### config.mk
export PLATFORM = sky130hd
export DESIGN_NAME = issue_unit_flat
export DESIGN_NICKNAME = d
export VERILOG_FILES = /design/src/rtl/issue_unit_pkg.sv /design/src/rtl/issue_unit_if.sv /design/src/rtl/issue_fifo.sv /design/src/rtl/issue_unit.sv /design/src/flat_wrapper.sv
export SDC_FILE = /design/constraint.sdc
export NUM_CORES = 1
export LEC_CHECK = 0
export CAP_MARGIN = 20
export CORE_ASPECT_RATIO = 0.6
export CORE_MARGIN = 2
export CORE_UTILIZATION = 41
export DETAILED_ROUTE_END_ITERATION = 7
export HOLD_SLACK_MARGIN = 0.12
export SKIP_LAST_GASP = 1
export SLEW_MARGIN = 20
export SYNTH_ARGS = -nofsm -noshare
export SYNTH_HDL_FRONTEND = slang
export SYNTH_HIERARCHICAL = 1
export SYNTH_SLANG_ARGS = --single-unit
### constraint.sdc
create_clock -name clk -period 12.8 [get_ports clk]
set_input_delay 2.56 -clock clk [delete_from_list [all_inputs] [get_ports clk]]
set_output_delay 2.56 -clock clk [all_outputs]
set_load 0.01 [all_outputs]
### src/rtl/issue_unit_pkg.sv
// Shared definitions for the issue front end: widths, instruction field
// positions, unit codes, the decoded bundle and the decoder helpers.
package issue_unit_pkg;

    localparam int REG_SIZE  = 6;
    localparam int WORD_SIZE = 32;
    localparam int IMM_W     = 16;

    // Instruction field bit positions
    localparam int OP_HI      = 31;
    localparam int OP_LO      = 29;
    localparam int HASIMM_BIT = 28;
    localparam int R1_HI      = 27;
    localparam int R1_LO      = 22;
    localparam int R2_HI      = 21;
    localparam int R2_LO      = 16;
    localparam int R3_HI      = 15;
    localparam int R3_LO      = 10;
    localparam int IMM_HI     = 15;
    localparam int IMM_LO     = 0;

    typedef enum logic [2:0] {
        UNIT_LW  = 3'b000,
        UNIT_SW  = 3'b001,
        UNIT_ADD = 3'b010,
        UNIT_MUL = 3'b011,
        UNIT_MV  = 3'b100
    } unit_t;

    typedef enum logic [0:0] {
        ST_IDLE  = 1'b0,
        ST_ISSUE = 1'b1
    } state_t;

    typedef struct packed {
        unit_t                unit;
        logic                 hasimm;
        logic [REG_SIZE-1:0]  reg1;
        logic [REG_SIZE-1:0]  reg2;
        logic [REG_SIZE-1:0]  reg3;
        logic [WORD_SIZE-1:0] imm;
    } bundle_t;

    // Opcodes above the mv encoding have no execution unit.
    function automatic logic op_legal(input logic [2:0] op);
        logic ok;
        case (op)
            3'b000, 3'b001, 3'b010, 3'b011, 3'b100: ok = 1'b1;
            default:                                ok = 1'b0;
        endcase
        return ok;
    endfunction

    // Splits a raw word into the RS bundle; unused reg3/imm are zeroed.
    function automatic bundle_t decode(input logic [WORD_SIZE-1:0] w);
        bundle_t b;
        case (w[OP_HI:OP_LO])
            3'b000:  b.unit = UNIT_LW;
            3'b001:  b.unit = UNIT_SW;
            3'b010:  b.unit = UNIT_ADD;
            3'b011:  b.unit = UNIT_MUL;
            3'b100:  b.unit = UNIT_MV;
            default: b.unit = UNIT_LW;
        endcase
        b.hasimm = w[HASIMM_BIT];
        b.reg1   = w[R1_HI:R1_LO];
        b.reg2   = w[R2_HI:R2_LO];
        if (w[HASIMM_BIT]) begin
            b.reg3 = {REG_SIZE{1'b0}};
            b.imm  = {{(WORD_SIZE-IMM_W){w[IMM_HI]}}, w[IMM_HI:IMM_LO]};
        end else begin
            b.reg3 = w[R3_HI:R3_LO];
            b.imm  = {WORD_SIZE{1'b0}};
        end
        return b;
    endfunction

endpackage

### src/rtl/issue_unit_if.sv
// Fetch-side and RS-side handshake signals of the issue unit.
interface issue_unit_if;

    logic                                     inst_valid;
    logic [issue_unit_pkg::WORD_SIZE-1:0]     inst_data;
    logic                                     inst_ready;
    logic                                     flush;
    logic [2:0]                               unit;
    logic [issue_unit_pkg::REG_SIZE-1:0]      reg1;
    logic [issue_unit_pkg::REG_SIZE-1:0]      reg2;
    logic [issue_unit_pkg::REG_SIZE-1:0]      reg3;
    logic                                     hasimm;
    logic [issue_unit_pkg::WORD_SIZE-1:0]     imm;
    logic                                     enable;
    logic                                     accept;

    // Environment side: fetch stage plus reservation station
    modport master (
        output inst_valid, inst_data, flush, accept,
        input  inst_ready, unit, reg1, reg2, reg3, hasimm, imm, enable
    );

    // Issue unit side
    modport slave (
        input  inst_valid, inst_data, flush, accept,
        output inst_ready, unit, reg1, reg2, reg3, hasimm, imm, enable
    );

endinterface

### src/rtl/issue_fifo.sv
// Synchronous FIFO with flush. Exposes the head and the entry behind it so
// a consumer can preload the next item while the head is being popped.
module issue_fifo #(
    parameter  int WIDTH = 8,
    parameter  int DEPTH = 4,
    localparam int PTR_W = $clog2(DEPTH)
) (
    input  logic             clk,
    input  logic             rst,
    input  logic             flush,
    input  logic             push,
    input  logic             pop,
    input  logic [WIDTH-1:0] wr_data,
    output logic [WIDTH-1:0] rd_data,
    output logic [WIDTH-1:0] rd_next,
    output logic             full,
    output logic             empty,
    output logic [PTR_W:0]   count
);

    logic [WIDTH-1:0] mem_r [DEPTH];
    logic [PTR_W-1:0] wr_ptr_r;
    logic [PTR_W-1:0] rd_ptr_r;
    logic [PTR_W-1:0] nxt_ptr_s;
    logic [PTR_W:0]   count_r;
    logic             push_ok_s;
    logic             pop_ok_s;

    assign full      = (count_r == (PTR_W+1)'(DEPTH));
    assign empty     = (count_r == {(PTR_W+1){1'b0}});
    assign count     = count_r;
    assign push_ok_s = push & ~full;
    assign pop_ok_s  = pop & ~empty;
    assign nxt_ptr_s = rd_ptr_r + PTR_W'(1);
    assign rd_data   = mem_r[rd_ptr_r];
    assign rd_next   = mem_r[nxt_ptr_s];

    // Pointer and occupancy bookkeeping; flush empties the queue
    always_ff @(posedge clk or posedge rst) begin
        if (rst) begin
            wr_ptr_r <= {PTR_W{1'b0}};
            rd_ptr_r <= {PTR_W{1'b0}};
            count_r  <= {(PTR_W+1){1'b0}};
        end else if (flush) begin
            wr_ptr_r <= {PTR_W{1'b0}};
            rd_ptr_r <= {PTR_W{1'b0}};
            count_r  <= {(PTR_W+1){1'b0}};
        end else begin
            if (push_ok_s) wr_ptr_r <= wr_ptr_r + PTR_W'(1);
            if (pop_ok_s)  rd_ptr_r <= nxt_ptr_s;
            case ({push_ok_s, pop_ok_s})
                2'b10:   count_r <= count_r + (PTR_W+1)'(1);
                2'b01:   count_r <= count_r - (PTR_W+1)'(1);
                default: count_r <= count_r;
            endcase
        end
    end

    // Storage array write
    always_ff @(posedge clk or posedge rst) begin
        if (rst) begin
            for (int i = 0; i < DEPTH; i++) mem_r[i] <= {WIDTH{1'b0}};
        end else if (push_ok_s && !flush) begin
            mem_r[wr_ptr_r] <= wr_data;
        end
    end

endmodule

### src/rtl/issue_unit.sv
// Issue front end: decodes fetched words, buffers the decoded bundles and
// presents them in order to the reservation station, retrying while full.
module issue_unit
    import issue_unit_pkg::*;
#(
    parameter int DEPTH = 4,
    parameter int CNT_W = 16
) (
    input  logic             clk,
    input  logic             rst,
    issue_unit_if.slave      bus,
    output logic             illegal,
    output logic [CNT_W-1:0] issued_cnt,
    output logic [CNT_W-1:0] stall_cnt
);

    localparam int PTR_W = $clog2(DEPTH);
    localparam logic [CNT_W-1:0] CNT_MAX = {CNT_W{1'b1}};

    state_t         state_r;
    state_t         state_s;
    bundle_t        payload_r;
    bundle_t        payload_s;
    bundle_t        dec_s;
    bundle_t        head_s;
    bundle_t        next_s;
    logic           full_s;
    logic           empty_s;
    logic [PTR_W:0] count_s;
    logic           take_s;
    logic           legal_s;
    logic           push_s;
    logic           pop_s;
    logic           illegal_r;
    logic [CNT_W-1:0] issued_r;
    logic [CNT_W-1:0] stall_r;

    assign dec_s   = decode(bus.inst_data);
    assign legal_s = op_legal(bus.inst_data[OP_HI:OP_LO]);
    // Illegal words still complete the handshake; they are simply not stored
    assign take_s  = bus.inst_valid & ~full_s;
    assign push_s  = take_s & legal_s & ~bus.flush;
    assign pop_s   = (state_r == ST_ISSUE) & bus.accept;

    assign bus.inst_ready = ~full_s;
    assign bus.enable     = (state_r == ST_ISSUE);
    assign bus.unit       = payload_r.unit;
    assign bus.reg1       = payload_r.reg1;
    assign bus.reg2       = payload_r.reg2;
    assign bus.reg3       = payload_r.reg3;
    assign bus.hasimm     = payload_r.hasimm;
    assign bus.imm        = payload_r.imm;
    assign illegal        = illegal_r;
    assign issued_cnt     = issued_r;
    assign stall_cnt      = stall_r;

    issue_fifo #(
        .WIDTH ($bits(bundle_t)),
        .DEPTH (DEPTH)
    ) u_fifo (
        .clk     (clk),
        .rst     (rst),
        .flush   (bus.flush),
        .push    (push_s),
        .pop     (pop_s),
        .wr_data (dec_s),
        .rd_data (head_s),
        .rd_next (next_s),
        .full    (full_s),
        .empty   (empty_s),
        .count   (count_s)
    );

    // Next state and next payload; the payload always mirrors the FIFO head
    always_comb begin
        state_s   = state_r;
        payload_s = payload_r;
        case (state_r)
            ST_IDLE: begin
                if (bus.flush) begin
                    state_s = ST_IDLE;
                end else if (!empty_s) begin
                    state_s   = ST_ISSUE;
                    payload_s = head_s;
                end else begin
                    state_s = ST_IDLE;
                end
            end
            ST_ISSUE: begin
                if (bus.flush) begin
                    state_s = ST_IDLE;
                end else if (bus.accept) begin
                    // Head leaves; present whatever becomes the new head
                    if (count_s > (PTR_W+1)'(1)) begin
                        payload_s = next_s;
                    end else if (push_s) begin
                        payload_s = dec_s;
                    end else begin
                        state_s = ST_IDLE;
                    end
                end else begin
                    state_s = ST_ISSUE;
                end
            end
            default: begin
                state_s = ST_IDLE;
            end
        endcase
    end

    // State and payload registers
    always_ff @(posedge clk or posedge rst) begin
        if (rst) begin
            state_r   <= ST_IDLE;
            payload_r <= '0;
        end else begin
            state_r   <= state_s;
            payload_r <= payload_s;
        end
    end

    // One-cycle pulse for a dropped undefined-opcode word
    always_ff @(posedge clk or posedge rst) begin
        if (rst) illegal_r <= 1'b0;
        else     illegal_r <= take_s & ~legal_s;
    end

    // Saturating issue and stall statistics
    always_ff @(posedge clk or posedge rst) begin
        if (rst) begin
            issued_r <= {CNT_W{1'b0}};
            stall_r  <= {CNT_W{1'b0}};
        end else begin
            if (pop_s && issued_r != CNT_MAX) issued_r <= issued_r + CNT_W'(1);
            if ((state_r == ST_ISSUE) && !bus.accept && stall_r != CNT_MAX)
                stall_r <= stall_r + CNT_W'(1);
        end
    end

endmodule
### src/flat_wrapper.sv
// flat-port wrapper written by rule: the top's interface ports become plain ports
module issue_unit_flat import issue_unit_pkg::*;
#(
    parameter int DEPTH = 4,
    parameter int CNT_W = 16
)
  (clk, rst, illegal, issued_cnt, stall_cnt, bus_inst_valid, bus_inst_data, bus_flush, bus_accept, bus_inst_ready, bus_unit, bus_reg1, bus_reg2, bus_reg3, bus_hasimm, bus_imm, bus_enable);
  issue_unit_if bus_i ();
  input  logic clk;
  input  logic rst;
  output logic illegal;
  output logic [CNT_W-1:0] issued_cnt;
  output logic [CNT_W-1:0] stall_cnt;
  input wire logic [$bits(bus_i.inst_valid)-1:0] bus_inst_valid;
  input wire logic [$bits(bus_i.inst_data)-1:0] bus_inst_data;
  input wire logic [$bits(bus_i.flush)-1:0] bus_flush;
  input wire logic [$bits(bus_i.accept)-1:0] bus_accept;
  output wire logic [$bits(bus_i.inst_ready)-1:0] bus_inst_ready;
  output wire logic [$bits(bus_i.unit)-1:0] bus_unit;
  output wire logic [$bits(bus_i.reg1)-1:0] bus_reg1;
  output wire logic [$bits(bus_i.reg2)-1:0] bus_reg2;
  output wire logic [$bits(bus_i.reg3)-1:0] bus_reg3;
  output wire logic [$bits(bus_i.hasimm)-1:0] bus_hasimm;
  output wire logic [$bits(bus_i.imm)-1:0] bus_imm;
  output wire logic [$bits(bus_i.enable)-1:0] bus_enable;
  assign bus_i.inst_valid = bus_inst_valid;
  assign bus_i.inst_data = bus_inst_data;
  assign bus_i.flush = bus_flush;
  assign bus_i.accept = bus_accept;
  assign bus_inst_ready = bus_i.inst_ready;
  assign bus_unit = bus_i.unit;
  assign bus_reg1 = bus_i.reg1;
  assign bus_reg2 = bus_i.reg2;
  assign bus_reg3 = bus_i.reg3;
  assign bus_hasimm = bus_i.hasimm;
  assign bus_imm = bus_i.imm;
  assign bus_enable = bus_i.enable;
  issue_unit #(.DEPTH(DEPTH), .CNT_W(CNT_W)) u_core (.clk(clk), .rst(rst), .bus(bus_i), .illegal(illegal), .issued_cnt(issued_cnt), .stall_cnt(stall_cnt));
endmodule
==> impl_metrics.py, run 1 <==
metrics = {
    "power_and_ir_drop": {
        "p_leak_nw": 8.11,
        "p_seq_frac": 0.430,
        "peakVddDrop_uv": 94.0,
        "pwr_density_cell_nw_per_um2": 161,
        "combPwrFrac": 0.253,
        "power.switching_uw": 844,
        "p_int_mw": 2.16,
        "p_clk_frac": 0.317,
        "switching_share": 0.281,
    },
    "final_layout": {
        "stdcell_count": 1807,
        "nNetsFinal": 1305,
        "nFillCells": 3475,
        "drive_gt1_frac": 0.351,
        "syn2layout_area_growth_pct": 16.2,
    },
    "global_route": {
        "grt_pass1_vias": 10300,
        "grt_use_total": 0.181,
        "busiest_layer": "met2",
        "gr-usage-met2": 0.285,
        "met3_usage": 0.0253,
        "grt_pass1_wl_um": 58500,
        "grt_max_degree": 146,
        "grt-ovfl-total": 0,
        "antenna_found_initial": 1,
        "met1_usage": 0.266,
    },
    "sta": {
        "post-route-min-period_ps": 5410,
        "final-setup-viol-count": 0,
        "finClkSkew_ps": 11.3,
        "final.period_utilization": 0.423,
        "clock.fmax_mhz": 185,
        "slew_viol_final": 0,
        "rsz0062_at_grt": "no",
        "worstMarginPinSlew_ps": 1030,
        "finalHoldViolations": 0,
        "tns_ps": 0,
        "worst_slack_ps": 7390,
        "hold_ws_ps": 487,
        "relSlewSlack": 0.316,
    },
    "logic_synthesis": {
        "synthTopCellsByArea": "dfrtp_1, mux2_2, mux4_2",
        "ys.flop_type": "dfrtp_1",
        "seq_area_frac_synth": 0.485,
        "synth_area_um2": 16100,
        "mappedNetlistNets": 1211,
        "synth.avg_cell_area_um2": 13.8,
        "synth_top_area_cell": "dfrtp_1",
        "ys.warnings.count": 6,
        "synthTopCellsByCount": "dfrtp_1, mux2_2, mux4_2",
        "synth.most_common_cell": "dfrtp_1",
        "netlist_instances": 1167,
        "synth_edf_count": 0,
        "ys_ff_latch": 311,
        "ys_types": 52,
        "synth_top_area_frac": 0.485,
        "synth-async-reset-ratio": 1.00,
    },
    "clock_network": {
        "path_clk_slew_ps": 60,
        "root_buffer": "clkbuf_16",
        "clk_latency_ps": 570,
        "cts_setup_buffers": 0,
        "ctsHoldBuffers": 0,
        "cts_sinks": 311,
        "h-tree-depth": 1,
        "tritoncts": "built",
        "cts_resized": 0,
        "clock_path_buffers": 3,
        "cts-buffers-inserted": 31,
    },
    "floorplanning": {
        "die_x_um": 259,
        "start_util": 0.413,
        "core_um2": 38800,
        "ios": 126,
        "die_area_um2": 40800,
        "num_rows": 56,
        "fp.dieH_um": 157,
    },
    "flow_run": {
        "cap_violations": 0,
    },
    "drt": {
        "drtPass1Iterations": 4,
        "wl_per_cell_um": 20.0,
        "vias": 10000,
        "drt_iter0_markers": 686,
        "vias_per_cell": 5.54,
        "drc": 0,
        "ant_nets": 0,
        "wirelength_um": 36100,
    },
    "placed_design": {
        "port_buffers": 125,
        "place_inst": 1750,
        "hpwl_um": 20900,
        "gp_congestion": 0.815,
        "dpl_worst_slack_ps": 6760,
    },
    "worst_setup_path": {
        "crit_type": "in -> reg",
        "crit_fanout": 54,
        "end_kind": "flip-flop",
        "startpoint_type": "input pin",
        "crit_required_ps": 13250,
        "critical_path_arrival_ps": 5860,
    },
    "worst_hold_path": {
        "hp-class": "reg -> reg",
    },
    "status": {
        "status": "complete, no violations",
    },
}
[stage by stage]
step                utilization  area [um2]  power (mW)
finish                    0.481       18700        3.00
global route              0.481       18700        3.17
CTS                       0.480       18600        3.05
detailed placement        0.453       17600        2.08
global placement          0.453       17600        2.06
floorplan                     -       16100        1.74
[power by group through the flow]
stage                     clock, mW  combinational (mW)  sequential [mW]
after floorplan                   0               0.436             1.30
after global placement            0               0.760             1.30
after detailed placement          0               0.773             1.31
after CTS                     0.984               0.775             1.29
after global routing           1.02               0.829             1.32
final                         0.952               0.761             1.29
[flip-flops by register name (all words and copies together), names as in the netlist, 6 cells and up]
signal and cells:
u_core/u_fifo/mem_r 216, u_core/bus.imm 32, u_core/issued_cnt 16, u_core/stall_cnt 16, u_core/bus.reg1 6, u_core/bus.reg2 6
u_core/bus.reg3 6
[cells by family after synthesis]
logic type	Yosys count	synth area share
xor+xnor	33	0.0180
simple gates	264	0.0792
buf+inv	86	0.0334
fa+ha+maj	7	0.00592
flops	311	0.485
compound gates	84	0.0326
mux	382	0.346
[path summary, 6_finish.rpt]
path	from	cells after the start	end	slack, ps
worst min-delay path	u_core/bus.imm[4]	1	u_core/bus.imm[4]	490
worst min register to register	u_core/bus.imm[4]	1	u_core/bus.imm[4]	490
min in group asynchronous	rst	2	u_core/stall_cnt[5]	2590
worst max-delay path	bus_inst_data[29]	7	u_core/u_fifo/mem_r[104]	7390
max in group asynchronous	rst	3	u_core/u_fifo/mem_r[164]	8910
worst max register to register	u_core/u_fifo/rd_ptr_r[1]	6	u_core/bus.imm[11]	9380
[worst max-delay path: stages]
cell	delay [ps]
clkdlybuf4s50_1	440
o21ai_0	650
and2_1	440
inv_1	140
nor3_4	420
nand2_4	560
mux2_1	550
[metal layers]
layer / wire [um] / share of wire
met1: 17300 / 0.48
met2: 16900 / 0.47
met4: 552 / 0.015
met3: 1410 / 0.039
met5: 0 / 0
[layout by cell type, fill, tap and decap left out, drive strengths merged, types with 12 or more instances in the layout]
master,synthesis,routed
nand3,12,12
clkbuf,25,41
nand2,109,109
buf,52,13
nand4,12,12
mux4,108,108
dfrtp,311,311
a31oi,38,38
xor2,12,12
mux2,272,272
xnor2,21,21
clkdlybuf4s50,0,125
a21oi,27,27
and2,17,17
nor2,67,67
[area by class of cell]
cell class	instances	area (um2)	area share
Clock inverter	15	183	0.00979
Tap cell	522	653	0.0350
Timing Repair Buffer	138	1350	0.0725
Antenna cell	1	2.50	0.000134
Inverter	9	48.8	0.00262
Multi-Input combinational cell	770	7740	0.415
Clock buffer	41	883	0.0473
Sequential cell	311	7790	0.418
(Power assumes the default switching activity.)
==> run 2: changes to the inputs <==
clock period = 4.74 ns   (was 12.8 ns; I/O delays follow)
==> impl_metrics.py, run 2 (synthesis gave the netlist of run 1 again) <==
metrics = {
    "floorplanning": {
        "core_um2": 38800,
        "ios": 126,
        "num_rows": 56,
        "die_x_um": 259,
        "fp.dieH_um": 157,
        "start_util": 0.413,
        "die_area_um2": 40800,
    },
    "power_and_ir_drop": {
        "combPwrFrac": 0.248,
        "p_leak_nw": 8.25,
        "finalPower_mw": 8.37,
        "switching_share": 0.277,
        "peakVddDrop_uv": 240,
        "power.switching_mw": 2.32,
        "p_int_mw": 6.05,
        "pwr_density_cell_nw_per_um2": 441,
        "p_seq_frac": 0.416,
        "p_clk_frac": 0.336,
    },
    "final_layout": {
        "nNetsFinal": 1320,
        "syn2layout_area_growth_pct": 18.1,
        "nFillCells": 3366,
        "regArea_um2": 7790,
        "multiInputGateArea_um2": 7740,
        "layout_commonest_cell": "dfrtp_1",
        "utilization": 0.488,
        "drive_gt1_frac": 0.358,
        "final_cell_mix": "dfrtp_1, mux2_2, clkdlybuf4s50_1",
        "fin_area_um2": 19000,
        "regMostFlops": "u_core/u_fifo/mem_r",
        "largest_reg_flops": 216,
    },
    "sta": {
        "finalHoldViolations": 0,
        "tns_ps": 0,
        "final.period_utilization": 0.686,
        "worstMarginPinSlew_ps": 979,
        "post-route-min-period_ps": 3250,
        "rsz0062_at_grt": "no",
        "relSlewSlack": 0.347,
        "clock.fmax_mhz": 307,
        "slew_viol_final": 0,
        "final-setup-viol-count": 0,
        "finClkSkew_ps": 14.3,
    },
    "global_route": {
        "grt-ovfl-total": 0,
        "antenna_found_initial": 1,
        "grt_pass1_vias": 10200,
        "grt_pass1_wl_um": 59100,
        "grt_max_degree": 114,
        "grt_use_total": 0.185,
    },
    "clock_network": {
        "cts-buffers-inserted": 34,
        "path_clk_slew_ps": 60,
        "root_buffer": "clkbuf_16",
        "cts_setup_buffers": 0,
        "ctsHoldBuffers": 0,
        "clk_latency_ps": 520,
        "h-tree-depth": 2,
        "cts_sinks": 311,
        "clock_path_buffers": 3,
        "tritoncts": "built",
        "cts_resized": 0,
    },
    "drt": {
        "wl_per_cell_um": 20.1,
        "ant_nets": 0,
        "drt_iter0_markers": 690,
        "vias_per_cell": 5.50,
        "wirelength_um": 36600,
        "drc": 0,
        "drtPass1Iterations": 4,
        "vias": 10000,
    },
    "worst_setup_path": {
        "critical_path_arrival_ps": 3650,
        "end_kind": "flip-flop",
        "startpoint_type": "input pin",
        "crit_required_ps": 5140,
        "crit_fanout": 16,
        "crit_type": "in -> reg",
    },
    "flow_run": {
        "cap_violations": 0,
    },
    "placed_design": {
        "port_buffers": 125,
        "gp_congestion": 0.783,
        "hpwl_um": 22000,
        "placed_cell_area_um2": 17800,
    },
    "status": {
        "status": "complete, no violations",
    },
    "worst_hold_path": {
        "hp-class": "reg -> reg",
    },
}
run 2: cell count changes in the layout (fill, tap and decap cells not counted), sizes merged:
cell / before / now
buf: 13 / 25
clkbuf: 41 / 52
clkinv: 11 / 5
clkinvlp: 0 / 2
bufinv: 4 / 3
inv: 9 / 8
run 2: path summary, 6_finish.rpt:
kind | start | to | slack, ps | cells after the start
max in group asynchronous | rst | u_core/u_fifo/mem_r[184] | 2710 | 3
max | bus_flush | u_core/u_fifo/mem_r[104] | 1490 | 8
min reg2reg | u_core/bus.imm[2] | u_core/bus.imm[2] | 480 | 1
min | u_core/bus.imm[2] | u_core/bus.imm[2] | 480 | 1
max reg2reg | u_core/u_fifo/count[2] | u_core/u_fifo/mem_r[145] | 1760 | 8
min in group asynchronous | rst | u_core/u_fifo/mem_r[29] | 1030 | 2
run 2: power groups by stage:
stage / Combinational [mW] / Sequential [mW] / Clock [mW]
6_report: 2.08 / 3.48 / 2.81
5_1_grt: 2.26 / 3.55 / 3.01
4_1_cts: 2.11 / 3.48 / 2.91
3_5_place_dp: 2.10 / 3.53 / 0
3_3_place_gp: 2.08 / 3.51 / 0
2_1_floorplan: 1.18 / 3.52 / 0
run 2: critical path, stage by stage:
cell and delay (ps):
clkdlybuf4s50_1 740, nor3b_2 370, and2_1 190, inv_1 80
nor3_4 420, nand2_4 290, buf_4 290, mux2_1 320
run 2: metal layers:
metal | vias up | global-route usage | part of all wire
met5 | - | 0 | 0
met4 | 0 | 0.0430 | 0.012
met2 | 177 | 0.284 | 0.46
met3 | 35 | 0.0325 | 0.040
li1 | 4544 | - | -
met1 | 5280 | 0.274 | 0.49
run 2: layout make-up:
type	instances	share of cell area
tap	522	0.0344
inverter	9	0.00224
clock buffer	52	0.0566
clock inverter	9	0.00666
sequential	311	0.411
timing repair buffer	150	0.0805
multi-input combinational	770	0.408
antenna	1	0.000132
run 2: per-stage QoR:
stage	setup WS, ps	hold WS, ps	std cells
finish	1490	483	1824
floorplan	882	476	1167
global placement	1050	468	1762
global route	1360	507	1824
CTS	1520	487	1823
detailed placement	958	474	1762
